===== config.mk =====
export PLATFORM = sky130hd
export DESIGN_NAME = a2d_arbiter_flat
export DESIGN_NICKNAME = d
export VERILOG_FILES = /design/src/rtl/a2d_arbiter_if.sv /design/src/rtl/a2d_arbiter.sv /design/src/flat_wrapper.sv
export SDC_FILE = /design/constraint.sdc
export NUM_CORES = 1
export LEC_CHECK = 0
export ABC_AREA = 1
export CAP_MARGIN = 20
export CORE_ASPECT_RATIO = 0.9
export CORE_MARGIN = 4
export CORE_UTILIZATION = 46
export DETAILED_ROUTE_END_ITERATION = 6
export HOLD_SLACK_MARGIN = 0.05
export PLACE_DENSITY_LB_ADDON = 0.3
export SETUP_SLACK_MARGIN = 0.15
export SYNTH_ARGS = -nofsm -noshare
export SYNTH_HDL_FRONTEND = slang
export SYNTH_SLANG_ARGS = --single-unit
export TNS_END_PERCENT = 20

===== constraint.sdc =====
create_clock -name clk -period 1.4 [get_ports clk]
set_input_delay 0.28 -clock clk [delete_from_list [all_inputs] [get_ports clk]]
set_output_delay 0.28 -clock clk [all_outputs]
set_load 0.01 [all_outputs]

===== src/rtl/a2d_arbiter_if.sv =====
// a2d_arbiter_if: bundles the requester handshakes, the A2D converter strobes and the
// arbiter status outputs of one a2d_arbiter instance.
//   slave  : the arbiter itself (takes requests and A2D results, drives grants and results)
//   master : the requesters / A2D side that drive the requests and the converter strobes
// Signals:
//   req0/chnnl0, req1/chnnl1 : level requests and the channel each requester wants
//   cnv_cmplt/res            : conversion-complete strobe and 12-bit result
//   clr_err                  : clears the sticky timeout flag
//   strt_cnv/chnnl           : start pulse and channel address towards the A2D
//   res_out                  : result of the last finished conversion
//   done0/done1/err          : completion pulses, err marks an abandoned conversion
//   busy/timeout_flag        : not-idle status and sticky timeout indicator
interface a2d_arbiter_if;
  logic        req0;
  logic [2:0]  chnnl0;
  logic        req1;
  logic [2:0]  chnnl1;
  logic        cnv_cmplt;
  logic [11:0] res;
  logic        clr_err;
  logic        strt_cnv;
  logic [2:0]  chnnl;
  logic [11:0] res_out;
  logic        done0;
  logic        done1;
  logic        err;
  logic        busy;
  logic        timeout_flag;

  modport slave (
    input  req0, chnnl0, req1, chnnl1, cnv_cmplt, res, clr_err,
    output strt_cnv, chnnl, res_out, done0, done1, err, busy, timeout_flag
  );

  modport master (
    output req0, chnnl0, req1, chnnl1, cnv_cmplt, res, clr_err,
    input  strt_cnv, chnnl, res_out, done0, done1, err, busy, timeout_flag
  );
endinterface


===== src/rtl/a2d_arbiter.sv =====
// a2d_arbiter: shares one A2D converter between two level-sensitive requesters.
// Round-robin grant on a last-owner pointer, one-cycle start pulse, completion or timeout
// in WAIT, and a one-cycle done pulse to the owner in DONE.
// Ports:
//   clk   : rising-edge system clock
//   rst_n : asynchronous active-low reset
//   bus   : a2d_arbiter_if.slave (requests, A2D strobes, results and status)
module a2d_arbiter #(
  parameter int unsigned TIMEOUT_CYC = 4095
) (
  input logic           clk,
  input logic           rst_n,
  a2d_arbiter_if.slave  bus
);

  typedef enum logic [1:0] {StIdle, StStart, StWait, StDone} state_e;

  localparam logic [15:0] TimerLast = 16'(TIMEOUT_CYC - 1);

  state_e      state_q, state_d;
  logic [15:0] timer_q, timer_d;
  logic        owner_q, owner_d;
  logic        last_q, last_d;
  logic [2:0]  chnnl_q, chnnl_d;
  logic [11:0] res_q, res_d;
  logic        strt_q, strt_d;
  logic        done0_q, done0_d;
  logic        done1_q, done1_d;
  logic        err_q, err_d;
  logic        tflag_q, tflag_d;
  logic        grant;

  always_comb begin
    state_d = state_q;
    timer_d = timer_q;
    owner_d = owner_q;
    last_d  = last_q;
    chnnl_d = chnnl_q;
    res_d   = res_q;
    strt_d  = 1'b0;
    done0_d = 1'b0;
    done1_d = 1'b0;
    err_d   = 1'b0;
    // Clear first so that a timeout set below in the same cycle takes priority.
    tflag_d = tflag_q & ~bus.clr_err;
    // Both requesting: the one that did not own the converter last time wins.
    grant   = (bus.req0 && bus.req1) ? ~last_q : bus.req1;

    case (state_q)
      StIdle: begin
        if (bus.req0 || bus.req1) begin
          owner_d = grant;
          chnnl_d = grant ? bus.chnnl1 : bus.chnnl0;
          strt_d  = 1'b1;
          state_d = StStart;
        end
      end
      StStart: begin
        timer_d = '0;
        state_d = StWait;
      end
      StWait: begin
        if (bus.cnv_cmplt) begin
          res_d   = bus.res;
          done0_d = ~owner_q;
          done1_d = owner_q;
          state_d = StDone;
        end else if (timer_q == TimerLast) begin
          res_d   = 12'hFFF;
          tflag_d = 1'b1;
          err_d   = 1'b1;
          done0_d = ~owner_q;
          done1_d = owner_q;
          state_d = StDone;
        end else begin
          timer_d = timer_q + 16'd1;
        end
      end
      StDone: begin
        last_d  = owner_q;
        state_d = StIdle;
      end
      default: state_d = StIdle;
    endcase
  end

  always_ff @(posedge clk or negedge rst_n) begin
    if (!rst_n) begin
      state_q <= StIdle;
      timer_q <= '0;
      owner_q <= 1'b0;
      last_q  <= 1'b1;
      chnnl_q <= '0;
      res_q   <= '0;
      strt_q  <= 1'b0;
      done0_q <= 1'b0;
      done1_q <= 1'b0;
      err_q   <= 1'b0;
      tflag_q <= 1'b0;
    end else begin
      state_q <= state_d;
      timer_q <= timer_d;
      owner_q <= owner_d;
      last_q  <= last_d;
      chnnl_q <= chnnl_d;
      res_q   <= res_d;
      strt_q  <= strt_d;
      done0_q <= done0_d;
      done1_q <= done1_d;
      err_q   <= err_d;
      tflag_q <= tflag_d;
    end
  end

  assign bus.strt_cnv     = strt_q;
  assign bus.chnnl        = chnnl_q;
  assign bus.res_out      = res_q;
  assign bus.done0        = done0_q;
  assign bus.done1        = done1_q;
  assign bus.err          = err_q;
  assign bus.busy         = (state_q != StIdle);
  assign bus.timeout_flag = tflag_q;

endmodule


===== src/flat_wrapper.sv =====
// flat-port wrapper written by rule: the top's interface ports become plain ports
module a2d_arbiter_flat 
#(
  parameter int unsigned TIMEOUT_CYC = 4095
)
  (clk, rst_n, bus_req0, bus_chnnl0, bus_req1, bus_chnnl1, bus_cnv_cmplt, bus_res, bus_clr_err, bus_strt_cnv, bus_chnnl, bus_res_out, bus_done0, bus_done1, bus_err, bus_busy, bus_timeout_flag);
  a2d_arbiter_if bus_i ();
  input logic clk;
  input logic rst_n;
  input wire logic [$bits(bus_i.req0)-1:0] bus_req0;
  input wire logic [$bits(bus_i.chnnl0)-1:0] bus_chnnl0;
  input wire logic [$bits(bus_i.req1)-1:0] bus_req1;
  input wire logic [$bits(bus_i.chnnl1)-1:0] bus_chnnl1;
  input wire logic [$bits(bus_i.cnv_cmplt)-1:0] bus_cnv_cmplt;
  input wire logic [$bits(bus_i.res)-1:0] bus_res;
  input wire logic [$bits(bus_i.clr_err)-1:0] bus_clr_err;
  output wire logic [$bits(bus_i.strt_cnv)-1:0] bus_strt_cnv;
  output wire logic [$bits(bus_i.chnnl)-1:0] bus_chnnl;
  output wire logic [$bits(bus_i.res_out)-1:0] bus_res_out;
  output wire logic [$bits(bus_i.done0)-1:0] bus_done0;
  output wire logic [$bits(bus_i.done1)-1:0] bus_done1;
  output wire logic [$bits(bus_i.err)-1:0] bus_err;
  output wire logic [$bits(bus_i.busy)-1:0] bus_busy;
  output wire logic [$bits(bus_i.timeout_flag)-1:0] bus_timeout_flag;
  assign bus_i.req0 = bus_req0;
  assign bus_i.chnnl0 = bus_chnnl0;
  assign bus_i.req1 = bus_req1;
  assign bus_i.chnnl1 = bus_chnnl1;
  assign bus_i.cnv_cmplt = bus_cnv_cmplt;
  assign bus_i.res = bus_res;
  assign bus_i.clr_err = bus_clr_err;
  assign bus_strt_cnv = bus_i.strt_cnv;
  assign bus_chnnl = bus_i.chnnl;
  assign bus_res_out = bus_i.res_out;
  assign bus_done0 = bus_i.done0;
  assign bus_done1 = bus_i.done1;
  assign bus_err = bus_i.err;
  assign bus_busy = bus_i.busy;
  assign bus_timeout_flag = bus_i.timeout_flag;
  a2d_arbiter #(.TIMEOUT_CYC(TIMEOUT_CYC)) u_core (.clk(clk), .rst_n(rst_n), .bus(bus_i));
endmodule

==> out/qor.csv <==
stage,metric,value,unit
setup_path,kind of critical path,reg2reg,
timing,Hold Slack,410,ps
setup_path,CP Max Fanout,12,
routing,DRC,0,
clock_tree,CTS buffer count,5,
routing,Routed met2 length,3.23,mm
clock_tree,Longest Clk Path Bufs,2,
clock_tree,"Clk Latency, worst-skew pair",300,ps
yosys,Netlist Area Pre-Place,2120,um^2
global_routing,pin count of the biggest net entering global routing,19,
routing,vias per cell,4.97,
setup_path,Top Family by Delay on Critical Path,simple AND/OR/NAND/NOR gates,
global_routing,first-pass GRT wire length,9.83,mm
yosys,leading area contributor after synthesis,dfrtp_1,
yosys,Yosys top cell area share,46.0,%
place,port buffer count,44,
finish,"commonest non-fill, non-tap cell in the layout",nand2_1,
timing,minimum clock period,1560,ps
setup_path,Most Frequent Cell on Critical Path,nand2_1,
routing,routed wl met3,357,um
flow_run,maxcap violations,0,
place,Place WS,-155,ps
yosys,Simple-Gate Fraction of Synth Area,27.3,%
finish,Antenna diodes,0,
routing,"antenna viol nets, final",0,
yosys,post-synthesis mux area share,0,%
routing,initial DRC count,205,
timing,fin. max-slew vios,0,
worst_hold_path,type of the most critical hold path,in2async,
global_routing,gr usage total,21.9,%
timing,Slew @ Worst Pin,341,ps
finish,layout cell share with drive strength beyond 1,26.2,%
status,status,finished with violations,
power_and_ir_drop,leak pwr,1.54,nW
setup_path,crit path DAT,1790,ps
yosys,xor/xnor cell area share of the yosys netlist,1.65,%
clock_tree,Sink Count,40,
routing,DRT Wirelength,6.02,mm
clock_tree,H-tree Lvls,2,
finish,Fill cells,310,
setup_path,CP Buf/Inv Count,3,
timing,slew margin rel.,77.2,%
place,cell area after placement,2960,um^2
floorplan,Initial Utilization,47.5,%
yosys,number of synthesized register bits,40,
timing,Hold Fails Final Rpt,0,
timing,final worst-path cycle share,111,%
routing,drt pass-1 iters,4,
setup_path,crit start category,flop,
global_routing,initial antenna violation count,0,
yosys,Synth Area in Adders,4.13,%
clock_tree,Worst-path clk slew,80,ps
floorplan,# IOs,45,
yosys,Post-Synthesis Cells,274,
power_and_ir_drop,Final Power,5.37,mW
yosys,ranking of synthesized cells by area,"dfrtp_1, nand2_1, nor2_1, inv_1, nand3_1",
power_and_ir_drop,cell area power density,1660,nW/um^2
clock_tree,CTS root buffer,clkbuf_8,
yosys,synth unique cells,24,
setup_path,"Slowest-stage cell, CP",dfrtp_1,
routing,total number of vias,2146,
setup_path,CP endpoint kind,flop,
floorplan,Site Rows,23,
finish,nets@finish,400,
timing,Highest Clock Rate,641,MHz
yosys,largest family of logic cells by synthesized area,simple AND/OR/NAND/NOR gates,
global_routing,gr ovfl total,0,
timing,Worst Skew,3.75,ps
yosys,synthesized area per cell,7.74,um^2
place,post-detail-place hpwl,4.10,mm
timing,RSZ-0062 raised after global routing,true,
yosys,compound-cell area share of the yosys netlist,11.1,%
setup_path,CP Data Required Time,1630,ps
setup_path,CP max stage delay,410,ps
setup_path,crit-path cells,nand2_1 -> inv_1 -> nand2_1 -> nor2_2 -> nand2_2 -> a21oi_4 -> buf_6 -> buf_16 -> nand2_1 -> o21ai_1,
floorplan,Die X,79.6,um
floorplan,core area,4460,um^2
yosys,syn_nets,305,
floorplan,die height,72.4,um
place,gpl congestion,0.877,
finish,"commonest cells after routing, fill and taps aside","nand2_1, buf_4, nor2_1",
floorplan,die area,5760,um^2
status,violated checks,setup timing,
timing,PnR worst setup slack,-160,ps
yosys,register area share after synthesis,47.3,%
yosys,Yosys warnings,0,
clock_tree,TritonCTS clock tree,yes,
routing,WL met1,2.35,mm
timing,# setup viols final,24,
global_routing,vias in the first global route,2078,
routing,WL/cell,13.9,um
power_and_ir_drop,Peak VDD IR,1.18,mV
finish,P&R area growth vs syn,52.7,%
routing,Highest Signal Layer,met4,
finish,post-route cell area,3240,um^2
==> logic make-up after synthesis <==
group | after synthesis
AND/OR/NAND/NOR | 140
buffers and inverters | 42
AO/OA/AOI/OAI | 41
flip-flops | 40
adder cells (fa/ha/maj) | 7
XOR/XNOR | 4
==> area by class of cell <==
cell class              instances  area, um^2  area share (%)
inverters                      36         135            4.17
repair buffers                 94         872            26.9
flip-flops and latches         40        1000            31.0
clock inverters                 3        46.3            1.43
clock buffers                   5        68.8            2.12
multi-input cells             192        1040            32.0
well taps                      62        77.6            2.39
==> Yosys cell counts (all sizes together) <==
cell     n
nand4    5
o21bai   4
o22ai    1
a21oi   16
o21ai   20
dfrtp   39
nor3     3
inv     36
nand2   67
nand3b   1
nand3   19
nor2    45
dfstp    1
ha       7
xor2     4
buf      4
clkbuf   2
==> what timing repair did <==
item,CTS,global route
pin swaps,6,3
setup endpoints to repair,58,47
resized for setup,53,23
gates cloned,2,0
endpoints found under the hold margin,9,0
hold buffers,1,0
setup buffers,3,2
==> power breakdown <==
part	internal [mW]	total, mW	leakage [nW]	switching, mW
sequential	1.48	1.68	0.500	0.196
combinational	1.39	2.71	0.987	1.32
clock	0.537	0.982	0.0548	0.445
total	3.41	5.37	1.54	1.96
==> layer usage <==
metal	vias to the layer above	track usage (%)
met3	11	4.34
met2	84	37.8
met4	0	5.73
li1	1061	-
met5	-	0
met1	990	28.3
==> final timing paths <==
path / to / from / depth (start not counted) / slack, ps
max: u_core.timer_q[11] / u_core.timer_q[9] / 10 / -160
min: u_core.timer_q[9] / rst_n / 2 / 410
max reg2reg: u_core.timer_q[11] / u_core.timer_q[9] / 10 / -160
min reg2reg: u_core.bus.done0 / u_core.owner_q / 1 / 490
max in group asynchronous: u_core.bus.done0 / rst_n / 3 / 500
min in group clk: u_core.bus.done0 / u_core.owner_q / 1 / 490
==> flip-flops by register name, summed over array words and instances (netlist names), 2 cells and up <==
| signal | count |
|---|---|
| u_core.state_q | 2 |
| u_core.bus.chnnl | 3 |
| u_core.timer_q | 16 |
| u_core.bus.res_out | 12 |
==> metrics by stage <==
step,setup TNS (ps),utilization (%),cells
2_1_floorplan,0,-,274
3_3_place_gp,-1180,66.4,416
3_5_place_dp,-2510,66.4,416
4_1_cts,-2430,71.8,430
5_1_grt,-5490,72.6,432
6_report,-2420,72.6,432
Note: power is estimated with default switching activity, not from simulation.
